$ cat config.mk
export PLATFORM = sky130hd
export DESIGN_NAME = game_timer_ctrl
export DESIGN_NICKNAME = d
export VERILOG_FILES = /design/src/rtl/game_timer_ctrl.sv
export SDC_FILE = /design/constraint.sdc
export NUM_CORES = 1
export LEC_CHECK = 0
export ABC_AREA = 1
export BUFFER_PORTS_ARGS = -buffer_cell sky130_fd_sc_hd__buf_4
export CAP_MARGIN = 20
export CORE_ASPECT_RATIO = 1.5
export CORE_MARGIN = 2
export CORE_UTILIZATION = 25
export CTS_CLUSTER_SIZE = 8
export DETAILED_ROUTE_END_ITERATION = 8
export PLACE_DENSITY = 0.48
export RECOVER_POWER = 25
export SLEW_MARGIN = 20
export SYNTH_ARGS = -nofsm -noshare
export SYNTH_HDL_FRONTEND = slang
export SYNTH_SLANG_ARGS = --single-unit
$ cat constraint.sdc
create_clock -name clock -period 4.85 [get_ports clock]
set_input_delay 0.485 -clock clock [delete_from_list [all_inputs] [get_ports clock]]
set_output_delay 0.485 -clock clock [all_outputs]
set_load 0.005 [all_outputs]
$ cat src/rtl/game_timer_ctrl.sv
// Round countdown timer: prescaled tick, round-robin miss penalties, and a
// run/pause/fail/done sequencer.
module game_timer_ctrl #(
   parameter int TICK_DIV   = 5000,
   parameter int START_TIME = 1800000,
   parameter int PENALTY    = 10000
) (
   input  logic        clock,
   input  logic        reset,
   input  logic        start,
   input  logic        pause,
   input  logic        stop,
   input  logic [3:0]  miss_req,
   output logic [3:0]  miss_ack,
   output logic [20:0] time_left,
   output logic        tick,
   output logic [2:0]  state,
   output logic        fail,
   output logic        done
);

   // state | meaning
   // IDLE  | no round yet; waiting for start
   // RUN   | counting down, penalties granted
   // PAUSE | countdown and prescaler frozen, misses still latched
   // FAIL  | time ran out
   // DONE  | round cleared by stop
   typedef enum logic [2:0] {
      IDLE  = 3'd0,
      RUN   = 3'd1,
      PAUSE = 3'd2,
      FAIL  = 3'd3,
      DONE  = 3'd4
   } state_t;

   localparam int PW = (TICK_DIV > 1) ? $clog2(TICK_DIV) : 1;
   localparam logic [PW-1:0] PRESC_LAST = PW'(TICK_DIV - 1);

   state_t        state_q;
   logic [PW-1:0] presc;
   logic [3:0]    pend;
   logic [1:0]    ptr;

   logic          grant_valid;
   logic [1:0]    grant_idx;
   logic [1:0]    idx;
   logic [3:0]    grant_onehot;
   logic          tick_now;
   logic [22:0]   dec;
   logic [22:0]   cur;
   logic [20:0]   time_sat;

   // Round-robin search from the pointer over the registered pending flags.
   always_comb begin
      grant_valid = 1'b0;
      grant_idx   = ptr;
      idx         = ptr;
      for (int i = 0; i < 4; i++) begin
         idx = ptr + 2'(i);
         if (!grant_valid && pend[idx]) begin
            grant_valid = 1'b1;
            grant_idx   = idx;
         end
      end
   end

   assign grant_onehot = grant_valid ? (4'b0001 << grant_idx) : 4'b0000;
   assign tick_now     = (presc == PRESC_LAST);

   // Widened so the combined decrement can be compared before it underflows.
   assign dec      = 23'(tick_now) + (grant_valid ? 23'(PENALTY) : 23'd0);
   assign cur      = {2'b00, time_left};
   assign time_sat = (dec >= cur) ? 21'd0 : 21'(cur - dec);

   always_ff @(posedge clock or posedge reset) begin
      if (reset) begin
         state_q   <= IDLE;
         time_left <= 21'(START_TIME);
         presc     <= '0;
         pend      <= 4'b0000;
         ptr       <= 2'd0;
         miss_ack  <= 4'b0000;
         tick      <= 1'b0;
      end else begin
         miss_ack <= 4'b0000;
         tick     <= 1'b0;
         case (state_q)
            IDLE, FAIL, DONE: begin
               if (start) begin
                  state_q   <= RUN;
                  time_left <= 21'(START_TIME);
                  presc     <= '0;
                  pend      <= 4'b0000;
                  ptr       <= 2'd0;
               end
            end
            RUN: begin
               if (stop) begin
                  state_q <= DONE;
                  pend    <= 4'b0000;
               end else begin
                  time_left <= time_sat;
                  tick      <= tick_now;
                  miss_ack  <= grant_onehot;
                  presc     <= tick_now ? '0 : presc + PW'(1);
                  if (grant_valid)
                     ptr <= grant_idx + 2'd1;
                  if (time_sat == 21'd0) begin
                     state_q <= FAIL;
                     pend    <= 4'b0000;
                  end else begin
                     pend <= (pend & ~grant_onehot) | miss_req;
                     if (pause)
                        state_q <= PAUSE;
                  end
               end
            end
            PAUSE: begin
               if (stop) begin
                  state_q <= DONE;
                  pend    <= 4'b0000;
               end else begin
                  pend <= pend | miss_req;
                  if (pause)
                     state_q <= RUN;
               end
            end
            default: begin
               state_q <= IDLE;
               pend    <= 4'b0000;
            end
         endcase
      end
   end

   assign state = state_q;
   assign fail  = (state_q == FAIL);
   assign done  = (state_q == DONE);

endmodule

# After elaboration in Yosys (flattened, before gate mapping)
# Index checks and enable logic that the tools add are counted.
[word_totals]
out_inout_bits = 31
ff_bits = 48
inputBits = 9
elab_cells = 92
[op_classes]
bitwise = 4
n_addsub = 7
order_cmp = 5
n_mux = 45
n_shift = 1
reduce_logical = 13
eq_ne = 10
[op_table]
columns = ["cell", "count"]
rows = [
  ["$mux W21", 3],
  ["$pmux W21 S2", 1],
  ["$mux W13", 3],
  ["$mux W4", 7],
  ["$pmux W13 S2", 1],
  ["$ge A15 B21 Y1", 1],
  ["$logic_not A21 Y1", 1],
  ["$sub A21 B15 Y21", 1],
  ["$mux W3", 6],
  ["$add A1 B14 Y15", 1],
  ["$mux W14", 1],
  ["$add A13 B1 Y13 const B", 1],
  ["$eq A13 B13 Y1 const B", 1],
  ["$lt A2 B3 Y1 const B", 4],
  ["$mux W2", 6],
  ["$pmux W4 S3", 1],
  ["$mux W1", 10],
  ["$pmux W3 S3", 1],
  ["$bmux W1 S2", 4],
  ["$or A4 B4 Y4", 2],
  ["$eq A3 B2 Y1 const B", 2],
  ["$ne A2 B2 Y1 const B", 3],
  ["$reduce_and A3 Y1", 2],
  ["$add A2 B1 Y2 const B", 2],
  ["15 further kinds", 20],
]

# Longest topological paths before layout
# Gate-level depths: netlist (run 1).
[logic_depth]
ltp_word = 20
mapped_depth = 29
depth_no_buf = 29

# Least setup slack after synthesis (run 1)
# No wires, ideal clock.
[synth_path]
path_kind = "register to register"
start = "reg ptr[0]"
end = "reg state_q[2], in the netlist state[2]"
period_less_slack_ns = 3.301
path_buffers = 2
arrival_ns = 3.181
path_slack_ns = 1.549
stages_incl_launch_ff = 27
required_time_ns = 4.730
setup_time_ns = 0.120
path_cell_list = "dfrtp_1 -> buf_2 -> o21ai_0 -> nand2_1 -> o21ai_0 -> inv_1 -> nor2_1 -> nand2_1 -> nor2_1 -> ha_1 -> a21oi_1 -> inv_1 -> nor2_4 -> nand2_1 -> nand2_1 -> nand3_2 -> nand2_4 -> buf_12 -> nor2_4 -> nor2_4 -> nand3_2 -> nor2_2 -> nand3_2 -> nand2_2 -> nand2_2 -> nand2_1 -> nand2_1"
[synth_via]
elab_chain_cells = 20
elab_cells_between_ends = 32
[synth_lines]
columns = ["item", "line_no", "rtl"]
rows = [
  ["start: declaration", "42", "logic [1:0] ptr;"],
  ["start signal: assignment", "107", "ptr <= grant_idx + 2'd1;"],
  ["parallel branches: the longest is 11 deep, another holds $add A2 B1 Y2", "--", ""],
  ["$mux W1 *", "60", "if (!grant_valid && pend[idx]) begin"],
  ["$mux W14 *", "71", "assign dec = 23'(tick_now) + (grant_valid ? 23'(PENALTY) : 23'd0);"],
  ["$add A1 B14 Y15 *", "71", ""],
  ["$sub A21 B15 Y21 / $ge A15 B21 Y1 (equally long branches)", "73", "assign time_sat = (dec >= cur) ? 21'd0 : 21'(cur - dec);"],
  ["$mux W21 *", "73", ""],
  ["$logic_not A21 Y1 *", "108", "if (time_sat == 21'd0) begin"],
  ["$mux W3", "108", ""],
  ["$mux W3", "98", "if (stop) begin"],
  ["$pmux W3 S3", "87", "case (state_q)"],
  ["end signal: assignment", "90", "state_q <= RUN;"],
  ["end signal: assignment", "99", "state_q <= DONE;"],
  ["end signal: assignment", "109", "state_q <= FAIL;"],
  ["end: declaration", "39", "state_t state_q;"],
]
# Mark *: on every way between the ends. The select of a mux whose other input is x is not followed.
# A chain may end at the register's enable or synchronous reset.

# Worst setup path in the final report (run 1)
[layout_path]
start = "reg ptr[0]"
end = "reg pend[0]"
[layout_via]
elab_chain_cells = 20
elab_cells_between_ends = 38
[layout_lines]
columns = ["item", "line_no", "rtl"]
rows = [
  ["parallel branches: the longest is 17 deep, another holds $add A2 B1 Y2", "--", ""],
  ["$mux W4 *", "108", ""],
  ["$mux W4 *", "98", ""],
  ["$pmux W4 S3 *", "87", ""],
  ["end signal: assignment", "112", "pend <= (pend & ~grant_onehot) | miss_req;"],
  ["end signal: assignment", "123", "pend <= pend | miss_req;"],
  ["end: declaration", "41", "logic [3:0] pend;"],
]
# Marked as above.

==> metrics, run 1 <==
die area 0.0154 mm^2; crit-path cells xnor2_1 > inv_1 > o21ai_1 > inv_1 > nor2_1 > nand2_1 > nor2_1 > ha_1 > a21oi_1 > inv_1 > nor2_4 > nand2_1 > nand2_1 > nand3_2 > nand2_4 > inv_2 > nand2_1 > nand3_2 > nor2_2 > nand2_1 > nand4_1 > nand3_1; total number of H-tree levels 2; Final Hold Fails 0; Leak 2.12 nW; max-slew violations 49; clk_lat worst skew 0.30 ns; Crit-path slowest cell dfrtp_1; Worst Max-Slew Pin Slew 2.81 ns; final setup fails 0; total gr overflow 0; fin crit share 0.841; n_diodes 0; post-detail-place hpwl 8780 um; drt via density 4.75; delay-heaviest family, CP simple AND/OR/NAND/NOR gates; Tmin final 4.08 ns; routed length per instance 14.4 um; RR Startpoint ptr[0]; CP required 5.02 ns; worst slew margin relative to its limit -0.870; synth-to-layout area growth 18.0%; initial antenna violation count 0; Clk Tree Root Cell clkbuf_16; Reg clk slew, reported paths 0.06 ns; Initial Util 0.256; top-area cell type share of the netlist area 0.257; Resize count post-CTS 0; startpoint class of the critical path flip-flop; violations in the final reports max-capacitance violations, max-slew violations; Core Box Area 0.0141 mm^2; most frequent CP cell nand2_1; status finished with violations; Post-CTS Setup Inserts 0; register area share after synthesis 0.338; final setup TNS 0 ns; num rows 53; PwrDens 793 mW/mm^2; critical path arrival 4.25 ns; # hold bufs at CTS 0; most frequent cells in the layout nand2_1, inv_1, nor2_1; top area cells in the synthesized netlist dfrtp_1, nand2_1, inv_1; Setup CP Type flip-flop to flip-flop; Net Switching 1.88 mW; post-synth top area cell dfrtp_1; clock network fraction of design power 0.108; Die Span Y 151 um; Sw Share 0.560; Ys Warns 0; post-synthesis async set-or-reset flop share 1.00; Hold Slack 0.465 ns; worst path buffer plus inverter count 4; Gate power share 0.710; synthesized flop and latch total 48; vias in the first global route 3621; gr usage total 0.151; Synth Area per Inst 6.75 um^2; nets@finish 594; routability cong. 0.969; Longest Clk Path Bufs 2; Mapped Area 0.00360 mm^2; post-synthesis cell count 533; Die X 102 um; drt pass-1 iters 5; Peak VDD IR 289 uV; Synth Net Count 554; f_max 245 MHz; CTS tree built; Port Buffer Count 39; Unique masters post-synth 40; hold path startpoint stop; worst hold path type input port to flip-flop; DRC Markers 0; Largest stage delay, worst path 0.48 ns; Max-Cap Viols 1; WL final 11000 um; largest net degree at the start of global routing 49; Int Pwr 1.48 mW; Worst Setup SP ptr[0]; DRT antenna net count 0; Post-synth EDFFs 0; Crit. End Element flip-flop; via count 3635; 1st-iter DRT viols 251; first-pass GRT wire length 17900 um; clk_skew 0.00935 ns; Ports 40; clk sink count 48; layout cells sized above 1 0.167; Reg power frac 0.182; main flop type after synthesis dfrtp_1; most common cell after layout, fill and taps aside nand2_1; unrepaired setup endpoints after global routing no; Num CTS Buffers 5; CP Max Fanout 14
logic make-up (layout without fill, tap and decap cells):
kind of cell               count (synthesis)  after routing  synth area share
and+or+nand+nor                          297            297             0.373
buffers and inverters                     97            138             0.107
AOI/OAI and AO/OA                         69             69             0.116
DFF                                       48             48             0.338
adders and majority gates                 12             12            0.0418
xor gates and xnor gates                  10             10            0.0244
synth_stat cells (all sizes together), types with 2 or more instances:
cell    count
a211oi      2
a21oi      23
a22oi       3
a31oi       3
buf         5
clkbuf      3
dfrtp      37
dfstp      11
ha         12
inv        89
nand2     145
nand3      49
nand4      15
nor2       77
nor3        7
o21ai      24
o22a        2
o22ai       3
o32ai       5
xnor2       2
xor2        8
stage by stage:
step	setup WS [ns]	cells	area (um^2)	total power, mW	util
2_1_floorplan	1.55	533	3600	2.32	-
3_3_place_gp	1.06	758	4090	3.00	0.291
3_5_place_dp	0.833	758	4090	3.00	0.291
4_1_cts	0.807	766	4250	3.39	0.302
5_1_grt	0.384	766	4240	3.72	0.302
6_report	0.772	766	4240	3.36	0.302
tightest hold or removal path, cell delays in order:
cell and delay, ns:
buf_4 0.10, o21ai_0 0.07, nand2_1 0.06
final cells by class:
type                    count  area (um^2)
multi-input cells         388         2000
inverters                  89          334
clock inverters             2         15.0
clock buffers               6          139
flip-flops and latches     48         1210
fillers                  1605         9820
well taps                 192          240
repair buffers             41          304
final timing paths:
check / depth (start not counted) / end / slack, ns
min in group asynchronous: 3 / state[1] / 1.25
min reg2reg: 2 / pend[0] / 0.50
max reg2reg: 22 / pend[0] / 0.77
min: 3 / state[2] / 0.46
max: 22 / pend[0] / 0.77
max in group asynchronous: 3 / tick / 2.01
power groups by stage:
stage	sequential, mW	clock, mW	combinational [mW]
2_1_floorplan	0.587	0	1.73
3_3_place_gp	0.620	0	2.38
3_5_place_dp	0.620	0	2.38
4_1_cts	0.613	0.382	2.39
5_1_grt	0.629	0.396	2.69
6_report	0.612	0.364	2.39
sequential cells by signal (all words and copies together), names as in the netlist:
| register | flops |
|---|---|
| presc | 13 |
| state | 3 |
| time_left | 21 |
| pend | 4 |
| ptr | 2 |
| tick | 1 |
| miss_ack | 4 |
per-layer routing:
layer | part of all wire | GRT usage | up-vias
li1 | - | - | 1792
met1 | 0.37 | 0.162 | 1701
met2 | 0.53 | 0.279 | 108
met3 | 0.044 | 0.0194 | 34
met4 | 0.052 | 0.0873 | 0
met5 | 0 | 0 | -
Power figures use the tool's default switching activity.
==> inputs of run 2 (changes only) <==
--- a/config.mk
+++ b/config.mk
@@ -13,7 +13,7 @@
 export CORE_UTILIZATION = 25
 export CTS_CLUSTER_SIZE = 8
 export DETAILED_ROUTE_END_ITERATION = 8
-export PLACE_DENSITY = 0.48
+export PLACE_DENSITY = 0.49
 export RECOVER_POWER = 25
 export SLEW_MARGIN = 20
 export SYNTH_ARGS = -nofsm -noshare
==> constraint.sdc (replaced) <==
create_clock -name clock -period 3.6 [get_ports clock]
set_input_delay 0.36 -clock clock [delete_from_list [all_inputs] [get_ports clock]]
set_output_delay 0.36 -clock clock [all_outputs]
set_load 0.005 [all_outputs]
==> run 2 against run 1 <==
Compared with the run above: the flow still finishes with violations (max-capacitance violations, max-slew violations); sequential share of layout area down 2.3 points; die area unchanged; non-clock buffer count up 20; first-iteration DRC count down 38%; count of clock-buffer cells in the layout down 1; setup slack worse by 0.64 ns; cell area up 8.8%; clock skew about the same; largest power group unchanged.
==> metrics, run 2 (synthesis gave the netlist of run 1 again) <==
fin crit share 0.963 (+0.122); first-pass GRT wire length 17700 um (-0.77%); critical path arrival 3.66 ns (-0.59 ns); routed length per instance 14.1 um (-1.5%); vias in the first global route 3678 (+1.6%); final setup fails 0 (unchanged); worst hold path type input port to flip-flop; 1st-iter DRT viols 156 (-38%); initial antenna violation count 0 (unchanged); Setup CP Type flip-flop to flip-flop; Tmin final 3.47 ns (-0.611 ns); drt via density 4.64 (-2.2%); Max-Cap Viols 1 (unchanged); CTS tree built; Hold Slack 0.335 ns (-0.130 ns); unrepaired setup endpoints after global routing yes; most common cell after layout, fill and taps aside nand2_1; synth-to-layout area growth 28.4%; gr usage total 0.148 (-0.00311); DRC Markers 0 (unchanged); Largest stage delay, worst path 0.45 ns (-0.03 ns); Ports 40 (unchanged); max-slew violations 44 (-10%); Num CTS Buffers 5 (unchanged); Die Span Y 151 um (unchanged); Clk Tree Root Cell clkbuf_16; Crit-path slowest cell dfrtp_1; total number of H-tree levels 2 (unchanged); Reg clk slew, reported paths 0.07 ns (about the same); WL final 11100 um (+1.0%); worst slew margin relative to its limit -0.371 (+0.499); clk_skew 0.00974 ns (+0.000391 ns); clk_lat worst skew 0.30 ns (about the same); status finished with violations; drt pass-1 iters 4 (-1); num rows 53 (unchanged); n_diodes 0 (unchanged); Biggest register time_left; Port Buffer Count 39 (unchanged); max reg flops 21 (unchanged); Core Box Area 0.0141 mm^2 (unchanged); layout cells sized above 1 0.261 (+0.0937); startpoint class of the critical path flip-flop; Final Hold Fails 0 (unchanged); Die X 102 um (unchanged); most frequent cells in the layout nand2_1, inv_1, nor2_1, buf_4, nand3_1; Longest Clk Path Bufs 2 (unchanged); PwrDens 1120 mW/mm^2 (+42%); total gr overflow 0 (unchanged); f_max 288 MHz (+18%); largest net degree at the start of global routing 44 (-10%); via count 3646 (+0.30%); violations in the final reports max-capacitance violations, max-slew violations; post-detail-place hpwl 8390 um (-4.5%); total power 5.18 mW (+54%); Peak VDD IR 393 uV (+36%); Finished Layout Cells 786 (+2.6%); Largest regs time_left (21), presc (13); post-place setup slack -0.0340 ns (-0.867 ns); placed cells 768 (+1.3%); Initial Util 0.256 (unchanged); routability cong. 0.908 (-6.3%); setup ws final 0.133 ns (-0.639 ns); DRT antenna net count 0 (unchanged); Worst Max-Slew Pin Slew 2.05 ns (-0.760 ns); die area 0.0154 mm^2 (unchanged); CP required 3.79 ns (-1.23 ns); clk sink count 48 (unchanged); Crit. End Element flip-flop; most frequent CP cell nand2_2; CP Max Fanout 6 (-8); nets@finish 614 (+3.4%); # hold bufs at CTS 0 (unchanged); Leak 2.24 nW (+6.1%)
run 2: changes by cell type in the layout (fill, tap and decap cells not counted), sizes merged:
cell      delta
buf         +21
clkinv       +2
clkinvlp     -1
clkbuf       -2
bufinv       +1
inv          -1
run 2: final timing paths:
path	slack [ns]	to	cells past startpoint	startpoint
hold reg to reg	0.50	pend[0]	2	pend[0]
setup / recovery	0.13	state[2]	29	ptr[1]
min in group asynchronous	0.60	time_left[4]	2	reset
hold / removal	0.33	state[2]	3	stop
max in group asynchronous	1.96	ptr[0]	2	reset
setup reg to reg	0.13	state[2]	29	ptr[1]
run 2: area by class of cell:
type	instances	area, um^2
Tap cell	192	240
Timing Repair Buffer	61	473
Multi-Input combinational cell	388	2180
Inverter	89	338
Sequential cell	48	1220
Clock buffer	5	125
Fill cell	1563	9440
Clock inverter	3	47.5
run 2: metal layers:
| metal | vias to the layer above | share of wire | track usage |
|---|---|---|---|
| met2 | 81 | 0.55 | 0.278 |
| met1 | 1701 | 0.39 | 0.163 |
| li1 | 1844 | - | - |
| met5 | - | 0 | 0 |
| met3 | 20 | 0.036 | 0.0208 |
| met4 | 0 | 0.031 | 0.0600 |
run 2: per-stage QoR:
stage           util  cell area, um^2  setup TNS (ns)
2_1_floorplan      -             3600               0
3_3_place_gp   0.296             4170               0
3_5_place_dp   0.296             4170          -0.174
4_1_cts        0.310             4350               0
5_1_grt        0.328             4620          -0.442
6_report       0.328             4620               0
run 2: timing repair:
| item | 4_1_cts | 5_1_grt |
|---|---|---|
| gates resized for setup | 2 | 59 |
| endpoints found under the setup margin | 7 | 7 |
| endpoints found under the hold margin | 0 | 0 |
| pin swaps | 1 | 17 |
| setup buffers | 1 | 9 |
run 2: worst max-delay path: cells and delay by family (launching register included):
kind	cells	cell delay, ns
fa+ha+maj	1	0.23
flops	1	0.45
simple gates	19	1.61
xor+xnor	1	0.21
compound gates	2	0.20
buf+inv	6	0.66
run 2: report_power, final:
group	switching, mW	internal (mW)
Sequential	0.158	0.679
Combinational	2.36	1.42
Clock	0.233	0.331
Total	2.75	2.43
